$ cat config.mk
export PLATFORM = sky130hd
export DESIGN_NAME = butterfly_pipe
export DESIGN_NICKNAME = d
export VERILOG_FILES = /design/src/rtl/butterfly_pipe.sv
export SDC_FILE = /design/constraint.sdc
export NUM_CORES = 2
export LEC_CHECK = 0
export CAP_MARGIN = 20
export CELL_PAD_IN_SITES_DETAIL_PLACEMENT = 1
export CELL_PAD_IN_SITES_GLOBAL_PLACEMENT = 1
export CORE_MARGIN = 5
export CORE_UTILIZATION = 44
export DETAILED_ROUTE_END_ITERATION = 7
export PLACE_DENSITY = 0.75
export SLEW_MARGIN = 20
export SYNTH_ARGS = -nofsm -noshare
export SYNTH_HDL_FRONTEND = slang
export SYNTH_SLANG_ARGS = --single-unit
$ cat constraint.sdc
create_clock -name clk -period 5.8 [get_ports clk]
set_input_delay 0.87 -clock clk [delete_from_list [all_inputs] [get_ports clk]]
set_output_delay 0.87 -clock clk [all_outputs]
set_load 0.03 [all_outputs]
$ cat src/rtl/butterfly_pipe.sv
// Three-stage pipelined radix-2 DIT butterfly with valid/ready handshake, optional /2 scaling,
// IFFT conjugation and overflow flag. Define BUTTERFLY_PIPE_SAT_EN to saturate instead of wrap.
module butterfly_pipe #(
  parameter int unsigned DATA_W = 12,
  parameter int unsigned TW_W   = 12,
  parameter int unsigned TAG_W  = 8
) (
  input  logic              clk,
  input  logic              rst,
  input  logic              in_valid,
  output logic              in_ready,
  input  logic [DATA_W-1:0] xm_re,
  input  logic [DATA_W-1:0] xm_im,
  input  logic [DATA_W-1:0] xn_re,
  input  logic [DATA_W-1:0] xn_im,
  input  logic [TW_W-1:0]   tw_re,
  input  logic [TW_W-1:0]   tw_im,
  input  logic              inv,
  input  logic              scale,
  input  logic [TAG_W-1:0]  in_tag,
  output logic              out_valid,
  input  logic              out_ready,
  output logic [DATA_W-1:0] ym_re,
  output logic [DATA_W-1:0] ym_im,
  output logic [DATA_W-1:0] yn_re,
  output logic [DATA_W-1:0] yn_im,
  output logic [TAG_W-1:0]  out_tag,
  output logic              ovf
);

  localparam int unsigned WW  = TW_W + 1;
  localparam int unsigned PW  = DATA_W + TW_W + 2;
  localparam int unsigned SW  = DATA_W + 2;
  localparam int          RND = 2 ** (TW_W - 2);
  localparam logic signed [SW-1:0] MAX_V = SW'(2 ** (DATA_W - 1) - 1);
  localparam logic signed [SW-1:0] MIN_V = SW'(-(2 ** (DATA_W - 1)));

  logic adv;

  logic                     s1_valid_q;
  logic signed [DATA_W-1:0] s1_xm_re_q, s1_xm_im_q, s1_xn_re_q, s1_xn_im_q;
  logic signed [WW-1:0]     s1_wr_q, s1_wi_q;
  logic                     s1_scale_q;
  logic [TAG_W-1:0]         s1_tag_q;

  logic                     s2_valid_q;
  logic signed [PW-1:0]     s2_rr_q, s2_ii_q, s2_ri_q, s2_ir_q;
  logic signed [DATA_W-1:0] s2_xm_re_q, s2_xm_im_q;
  logic                     s2_scale_q;
  logic [TAG_W-1:0]         s2_tag_q;

  logic signed [PW-1:0] pr, pi;
  logic signed [SW-1:0] p_re, p_im;
  logic signed [SW-1:0] s_ym_re, s_ym_im, s_yn_re, s_yn_im;
  logic                 any_over;

  function automatic logic signed [SW-1:0] round_p(input logic signed [PW-1:0] prod);
    logic signed [PW-1:0] t;
    t = (prod + PW'(RND)) >>> (TW_W - 1);
    return t[SW-1:0];
  endfunction

  function automatic logic signed [SW-1:0] halve(input logic signed [SW-1:0] s,
                                                 input logic en);
    logic signed [SW-1:0] t;
    t = (s + SW'(1)) >>> 1;
    return en ? t : s;
  endfunction

  function automatic logic out_of_range(input logic signed [SW-1:0] s);
    return (s > MAX_V) || (s < MIN_V);
  endfunction

  function automatic logic [DATA_W-1:0] reduce(input logic signed [SW-1:0] s);
`ifdef BUTTERFLY_PIPE_SAT_EN
    if (s > MAX_V) begin
      return MAX_V[DATA_W-1:0];
    end else if (s < MIN_V) begin
      return MIN_V[DATA_W-1:0];
    end else begin
      return s[DATA_W-1:0];
    end
`else
    return s[DATA_W-1:0];
`endif
  endfunction

  always_comb begin
    adv      = !out_valid || out_ready;
    in_ready = adv;
  end

  always_comb begin
    pr       = s2_rr_q - s2_ii_q;
    pi       = s2_ri_q + s2_ir_q;
    p_re     = round_p(pr);
    p_im     = round_p(pi);
    s_ym_re  = halve(SW'(s2_xm_re_q) + p_re, s2_scale_q);
    s_ym_im  = halve(SW'(s2_xm_im_q) + p_im, s2_scale_q);
    s_yn_re  = halve(SW'(s2_xm_re_q) - p_re, s2_scale_q);
    s_yn_im  = halve(SW'(s2_xm_im_q) - p_im, s2_scale_q);
    any_over = out_of_range(s_ym_re) || out_of_range(s_ym_im) ||
               out_of_range(s_yn_re) || out_of_range(s_yn_im);
  end

  always_ff @(posedge clk) begin
    if (rst) begin
      s1_valid_q <= 1'b0;
      s1_xm_re_q <= '0;
      s1_xm_im_q <= '0;
      s1_xn_re_q <= '0;
      s1_xn_im_q <= '0;
      s1_wr_q    <= '0;
      s1_wi_q    <= '0;
      s1_scale_q <= 1'b0;
      s1_tag_q   <= '0;
      s2_valid_q <= 1'b0;
      s2_rr_q    <= '0;
      s2_ii_q    <= '0;
      s2_ri_q    <= '0;
      s2_ir_q    <= '0;
      s2_xm_re_q <= '0;
      s2_xm_im_q <= '0;
      s2_scale_q <= 1'b0;
      s2_tag_q   <= '0;
      out_valid  <= 1'b0;
      ym_re      <= '0;
      ym_im      <= '0;
      yn_re      <= '0;
      yn_im      <= '0;
      out_tag    <= '0;
      ovf        <= 1'b0;
    end else if (adv) begin
      s1_valid_q <= in_valid;
      s1_xm_re_q <= xm_re;
      s1_xm_im_q <= xm_im;
      s1_xn_re_q <= xn_re;
      s1_xn_im_q <= xn_im;
      s1_wr_q    <= WW'($signed(tw_re));
      // One extra bit so that negating -2^(TW_W-1) stays exact.
      s1_wi_q    <= inv ? -WW'($signed(tw_im)) : WW'($signed(tw_im));
      s1_scale_q <= scale;
      s1_tag_q   <= in_tag;

      s2_valid_q <= s1_valid_q;
      s2_rr_q    <= PW'(s1_xn_re_q) * PW'(s1_wr_q);
      s2_ii_q    <= PW'(s1_xn_im_q) * PW'(s1_wi_q);
      s2_ri_q    <= PW'(s1_xn_re_q) * PW'(s1_wi_q);
      s2_ir_q    <= PW'(s1_xn_im_q) * PW'(s1_wr_q);
      s2_xm_re_q <= s1_xm_re_q;
      s2_xm_im_q <= s1_xm_im_q;
      s2_scale_q <= s1_scale_q;
      s2_tag_q   <= s1_tag_q;

      out_valid  <= s2_valid_q;
      ym_re      <= reduce(s_ym_re);
      ym_im      <= reduce(s_ym_im);
      yn_re      <= reduce(s_yn_re);
      yn_im      <= reduce(s_yn_im);
      out_tag    <= s2_tag_q;
      ovf        <= s2_valid_q && any_over;
    end
  end

endmodule

======== After elaboration in Yosys (flattened, before gate mapping) ========
Index checks and enable logic that the tools add are counted.
word-level totals
  flip-flop bits (word level) ............. 273
  input bits .............................. 86
  logic and storage cells ................. 65
operators by class
  add/subtract/negate cells ............... 13
  $mul .................................... 4
  order comparisons ....................... 8
  mux-type cells .......................... 5
  reductions and logical operators ........ 10
operators with widths
  cell                                                              count
  adder 14 x 2 -> 14 bit (second input constant)                    4
  greater-than comparator 14 x 12 -> 1 bit (second input constant)  4
  < comparator 14 x 12 -> 1 bit (second input constant)             4
  2-to-1 mux 14 bit                                                 4
  adder 25 x 12 -> 25 bit (second input constant)                   2
  multiplier 12 x 13 -> 25 bit                                      2
  multiplier 12 x 12 -> 24 bit                                      2
  adder 12 x 14 -> 14 bit                                           2
  subtractor 12 x 14 -> 14 bit                                      2
  adder 25 x 24 -> 25 bit                                           1
  subtractor 24 x 25 -> 25 bit                                      1
  2-to-1 mux 13 bit                                                 1
  negator 12 -> 13 bit                                              1
  logical OR 1 bit                                                  8
  logical AND 1 bit                                                 1
  zero test 1 bit                                                   1

======== Depth between registers and ports, before layout ========
  depth after elaboration ................. 11
  mapped depth ............................ 28
  gate-level depth less buffers ........... 28

======== Worst setup path before layout ========
Ideal clock, no wire load.
  path kind ............................... reg-to-reg
  start point ............................. reg s1_wr_q[0]
  end point ............................... reg s2_ir_q[23] (netlist name)
  setup time .............................. 0.117 ns
  data arrival time ....................... 5.665 ns
  data required time ...................... 5.683 ns
  path slack .............................. 0.018 ns
  cell stages (with the launch flop) ...... 26
  buffers on the path ..................... 2
  cell sequence ........................... dfxtp_1 > clkbuf_1 > clkbuf_1 > nand2_1 > fa_1 > inv_1 > ha_1 > inv_1 > fa_1 > fa_1 > fa_1 > inv_1 > ha_1 > nor2b_1 > o21ai_1 > a21boi_1 > o21ai_1 > a21boi_1 > o21ai_0 > a21boi_1 > o21ai_1 > a211oi_1 > o21ai_1 > a2111oi_0 > o21bai_1 > a32o_1
between the ends
  cells in the longest elaborated chain, start to end .. 1
RTL lines
  item                          line  source
  from (decl)                   42    logic signed [WW-1:0] s1_wr_q, s1_wi_q;
  from (signal assigned)        139   s1_wr_q <= WW'($signed(tw_re));
  multiplier 12 x 12 -> 24 bit  149   s2_ir_q <= PW'(s1_xn_im_q) * PW'(s1_wr_q);
Every way passes these cells.
A chain may end at the register's enable or synchronous reset.

======== Worst setup path after layout ========
  start point ............................. reg s1_wr_q[1]
  end point ............................... reg s2_ir_q[23] (netlist name)
between the ends
  cells in the longest elaborated chain, start to end .. 1
RTL lines
  item                          line
  multiplier 12 x 12 -> 24 bit  149
Every way passes these cells.

==> results.py <==
metrics = {
    "critical_path": {
        "r2r-end": "s2_ir_q[23]$_SDFFE_PP0P_",
        "crit_family": "adder cells",
        "worstPathRequired_ps": 6290,
        "crit_arrival_ps": 6250,
        "crit_type": "reg -> reg",
        "slowest_stage": "fa_1",
        "reg2reg_from": "s1_wr_q[1]$_SDFFE_PP0P_",
        "timing.reg2reg.setup_slack_ps": 40,
        "worst-path-buf-inv": 7,
        "crit_start": "s1_wr_q[1]$_SDFFE_PP0P_",
        "critPathCapture": "s2_ir_q[23]$_SDFFE_PP0P_",
        "end_kind": "flip-flop",
        "crit_path_start_kind": "flip-flop",
        "cp.depth": 25,
        "critPathMaxStageDelay_ps": 530,
        "path_max_fanout": 7,
        "rr_worst_depth": 25,
    },
    "final_layout": {
        "diodes": 0,
        "drive_above_1_share_pct": 13.1,
        "layout_common_cells": "nand2_1, inv_1, fa_1",
        "multi_input_area_mm2": 0.0295,
        "final_core_util_pct": 53.3,
        "fillers": 10020,
        "area_growth_pct": 20.3,
        "final_common_cell": "nand2_1",
        "nets": 5885,
        "regArea_mm2": 0.00554,
    },
    "floorplan": {
        "row_count": 107,
        "die_h_um": 303,
        "initial_core_util_pct": 44.3,
        "core_area_mm2": 0.0853,
        "die_w_um": 303,
        "io_pins": 145,
        "die_area_mm2": 0.0919,
    },
    "cts": {
        "clk_path_buf_depth": 3,
        "clk_pin_slew_ps": 60,
        "cts_tree": "done",
        "clk_latency_ps": 600,
        "cts-htree-levels": 2,
        "clock-root-buffer": "clkbuf_16",
        "numCtsBuffers": 39,
        "hold_buffers": 0,
        "cts.sinks": 273,
    },
    "power_and_ir_drop": {
        "p_leak_uw": 0.0207,
        "peakVddDrop_mv": 0.444,
        "p_per_area_mw_per_mm2": 508,
    },
    "sta": {
        "period_share_pct": 99.3,
        "skew_ps": 27.6,
        "setup_violations": 0,
        "rsz0062_at_grt": "true",
        "tightest_slew_ps": 940,
        "setup_tns_ps": 0,
        "maxSlewViolCount": 0,
        "final-hold-violation-count": 0,
        "max_freq_ghz": 0.174,
        "fin_crit_ps": 5760,
        "slew_headroom_pct": 37.3,
    },
    "drt": {
        "wl_um": 124000,
        "drcViolationCount": 0,
        "vias": 32375,
        "first_pass_iters": 5,
        "vias_per_cell": 5.36,
        "drt_iter0_markers": 1766,
        "wl_per_cell_um": 20.6,
        "postRouteAntennaNets": 0,
    },
    "yosys": {
        "yosys.cell_types.count": 86,
        "synthArstFlopShare_pct": 0,
        "yosys_warnings": 0,
        "synth.avg_cell_area_um2": 8.32,
        "synthCells": 4543,
        "synth_area_mm2": 0.0378,
        "ys_seq_elements": 273,
        "ys_seq_area_share_pct": 14.5,
        "synth_nets": 5560,
        "synthFlopType": "dfxtp_1",
        "synth_enable_flop_cells": 0,
    },
    "global_routing": {
        "grt_max_degree": 121,
        "track_usage_pct": 26.3,
        "grt_overflow_total": 0,
        "grt_pass1_wl_um": 192000,
        "first_global_vias": 35412,
        "antenna_found_initial": 9,
    },
    "placed_design": {
        "portBuffers": 144,
        "gp_congestion": 0.907,
        "dpl.hpwl_um": 96300,
    },
    "run_status": {
        "status": "finished clean",
    },
    "job": {
        "maxCapViolCount": 0,
    },
    "min_path": {
        "hold_path_class": "reg -> reg",
    },
}
==> final cells by class <==
| class | count | share of cell area (%) |
|---|---|---|
| multi-input combinational | 3283 | 64.9 |
| clock buffer | 41 | 2.19 |
| timing repair buffer | 505 | 10.2 |
| inverter | 766 | 6.34 |
| clock inverter | 29 | 1.09 |
| tap | 1144 | 3.15 |
| sequential | 273 | 12.2 |
==> per-layer routing <==
| layer | GRT usage [%] | vias to the layer above | part of all wire (%) |
|---|---|---|---|
| met5 | 0 | - | 0.036 |
| met4 | 9.26 | 6 | 4.2 |
| met3 | 3.71 | 233 | 4.9 |
| met2 | 46.7 | 735 | 50 |
| met1 | 33.0 | 16477 | 41 |
| li1 | - | 14924 | - |
==> where the power goes <==
group / leakage [µW] / switching (µW) / internal (µW)
combinational: 0.0177 / 10000 / 7620
sequential: 0.00228 / 327 / 2310
clock: 0.000700 / 1090 / 1720
total: 0.0207 / 11400 / 11700
==> stage by stage <==
stage | total power (µW) | instance area (µm²) | worst slack, ps | hold slack, ps | std cells
finish | 23100 | 45500 | 40.2 | 449 | 6041
global route | 25000 | 45500 | -219 | 470 | 6041
CTS | 22300 | 44300 | 2.19 | 452 | 6010
floorplan | 13200 | 37800 | 18.1 | 425 | 4543
global placement | 18500 | 42600 | -157 | 439 | 5930
detailed placement | 19100 | 42600 | -371 | 445 | 5930
==> logic make-up (layout without fill, tap and decap cells) <==
kind of cell    after synthesis  count (layout)  share of synthesized area (%)
xor+xnor                    166             166                           3.95
buf+inv                     987            1341                           9.84
compound gates              690             690                           11.3
simple gates               1485            1485                           17.9
fa+ha+maj                   931             931                           42.2
flops                       273             273                           14.5
mux                          11              11                          0.308
==> worst reg2reg max path: stages, from the launching register on <==
cell	delay (ps)
dfxtp_4	380
buf_12	140
buf_4	160
and2_1	150
fa_1	450
ha_1	290
inv_1	60
fa_1	500
inv_1	60
fa_1	530
inv_1	50
fa_1	490
inv_1	70
ha_1	310
a21boi_2	190
o21ai_2	170
a21boi_2	90
o21ai_2	150
a21boi_2	80
o21ai_2	190
a211oi_2	120
o21ai_2	170
a2111oi_2	80
buf_4	150
or3b_1	350
a32o_1	260
==> cell usage after synthesis (27+ instances only) <==
cell type | number | area (µm²)
a211oi_1 | 63 | 473
a21o_1 | 27 | 203
a21oi_1 | 315 | 1580
and2_1 | 209 | 1310
clkbuf_1 | 198 | 743
dfxtp_1 | 273 | 5470
fa_1 | 576 | 11500
ha_1 | 355 | 4440
inv_1 | 763 | 2860
nand2_1 | 803 | 3010
nand2b_1 | 57 | 357
nand3_1 | 57 | 285
nor2_1 | 174 | 653
nor3_1 | 60 | 300
o21ai_0 | 98 | 490
xnor2_1 | 107 | 937
xor2_1 | 56 | 490
==> how the worst min path moves through the flow <==
| stage | end | cells past startpoint | slack, ps | from |
|---|---|---|---|---|
| global route | s2_ii_q[0]$_SDFFE_PP0P_ | 2 | 470 | s2_ii_q[0]$_SDFFE_PP0P_ |
| global placement | s2_ii_q[7]$_SDFFE_PP0P_ | 2 | 440 | s2_ii_q[7]$_SDFFE_PP0P_ |
| detailed placement | s2_tag_q[5]$_SDFFE_PP0P_ | 2 | 450 | s2_tag_q[5]$_SDFFE_PP0P_ |
| floorplan | s2_ii_q[20]$_SDFFE_PP0P_ | 2 | 430 | s2_ii_q[20]$_SDFFE_PP0P_ |
| finish | out_tag[0]$_SDFFE_PP0P_ | 2 | 450 | out_tag[0]$_SDFFE_PP0P_ |
| CTS | out_tag[0]$_SDFFE_PP0P_ | 2 | 450 | out_tag[0]$_SDFFE_PP0P_ |
==> flip-flops by register name, summed over array words and instances (netlist names), 12 cells and up <==
| register | cells |
|---|---|
| s2_ir_q | 24 |
| s2_ii_q | 25 |
| s1_wr_q | 12 |
| s1_xm_re_q | 12 |
| yn_re | 12 |
| s1_xn_im_q | 12 |
| yn_im | 12 |
| s2_xm_im_q | 12 |
| s1_xn_re_q | 12 |
| s1_wi_q | 13 |
| s1_xm_im_q | 12 |
| s2_rr_q | 24 |
| ym_im | 12 |
| s2_xm_re_q | 12 |
| s2_ri_q | 25 |
| ym_re | 12 |
==> what timing repair did <==
action,CTS,global route
setup buffers,10,29
pin swaps,16,106
endpoints found under the setup margin,23,33
gates resized for setup,53,195
cloned,0,2
(Power assumes the default switching activity.)
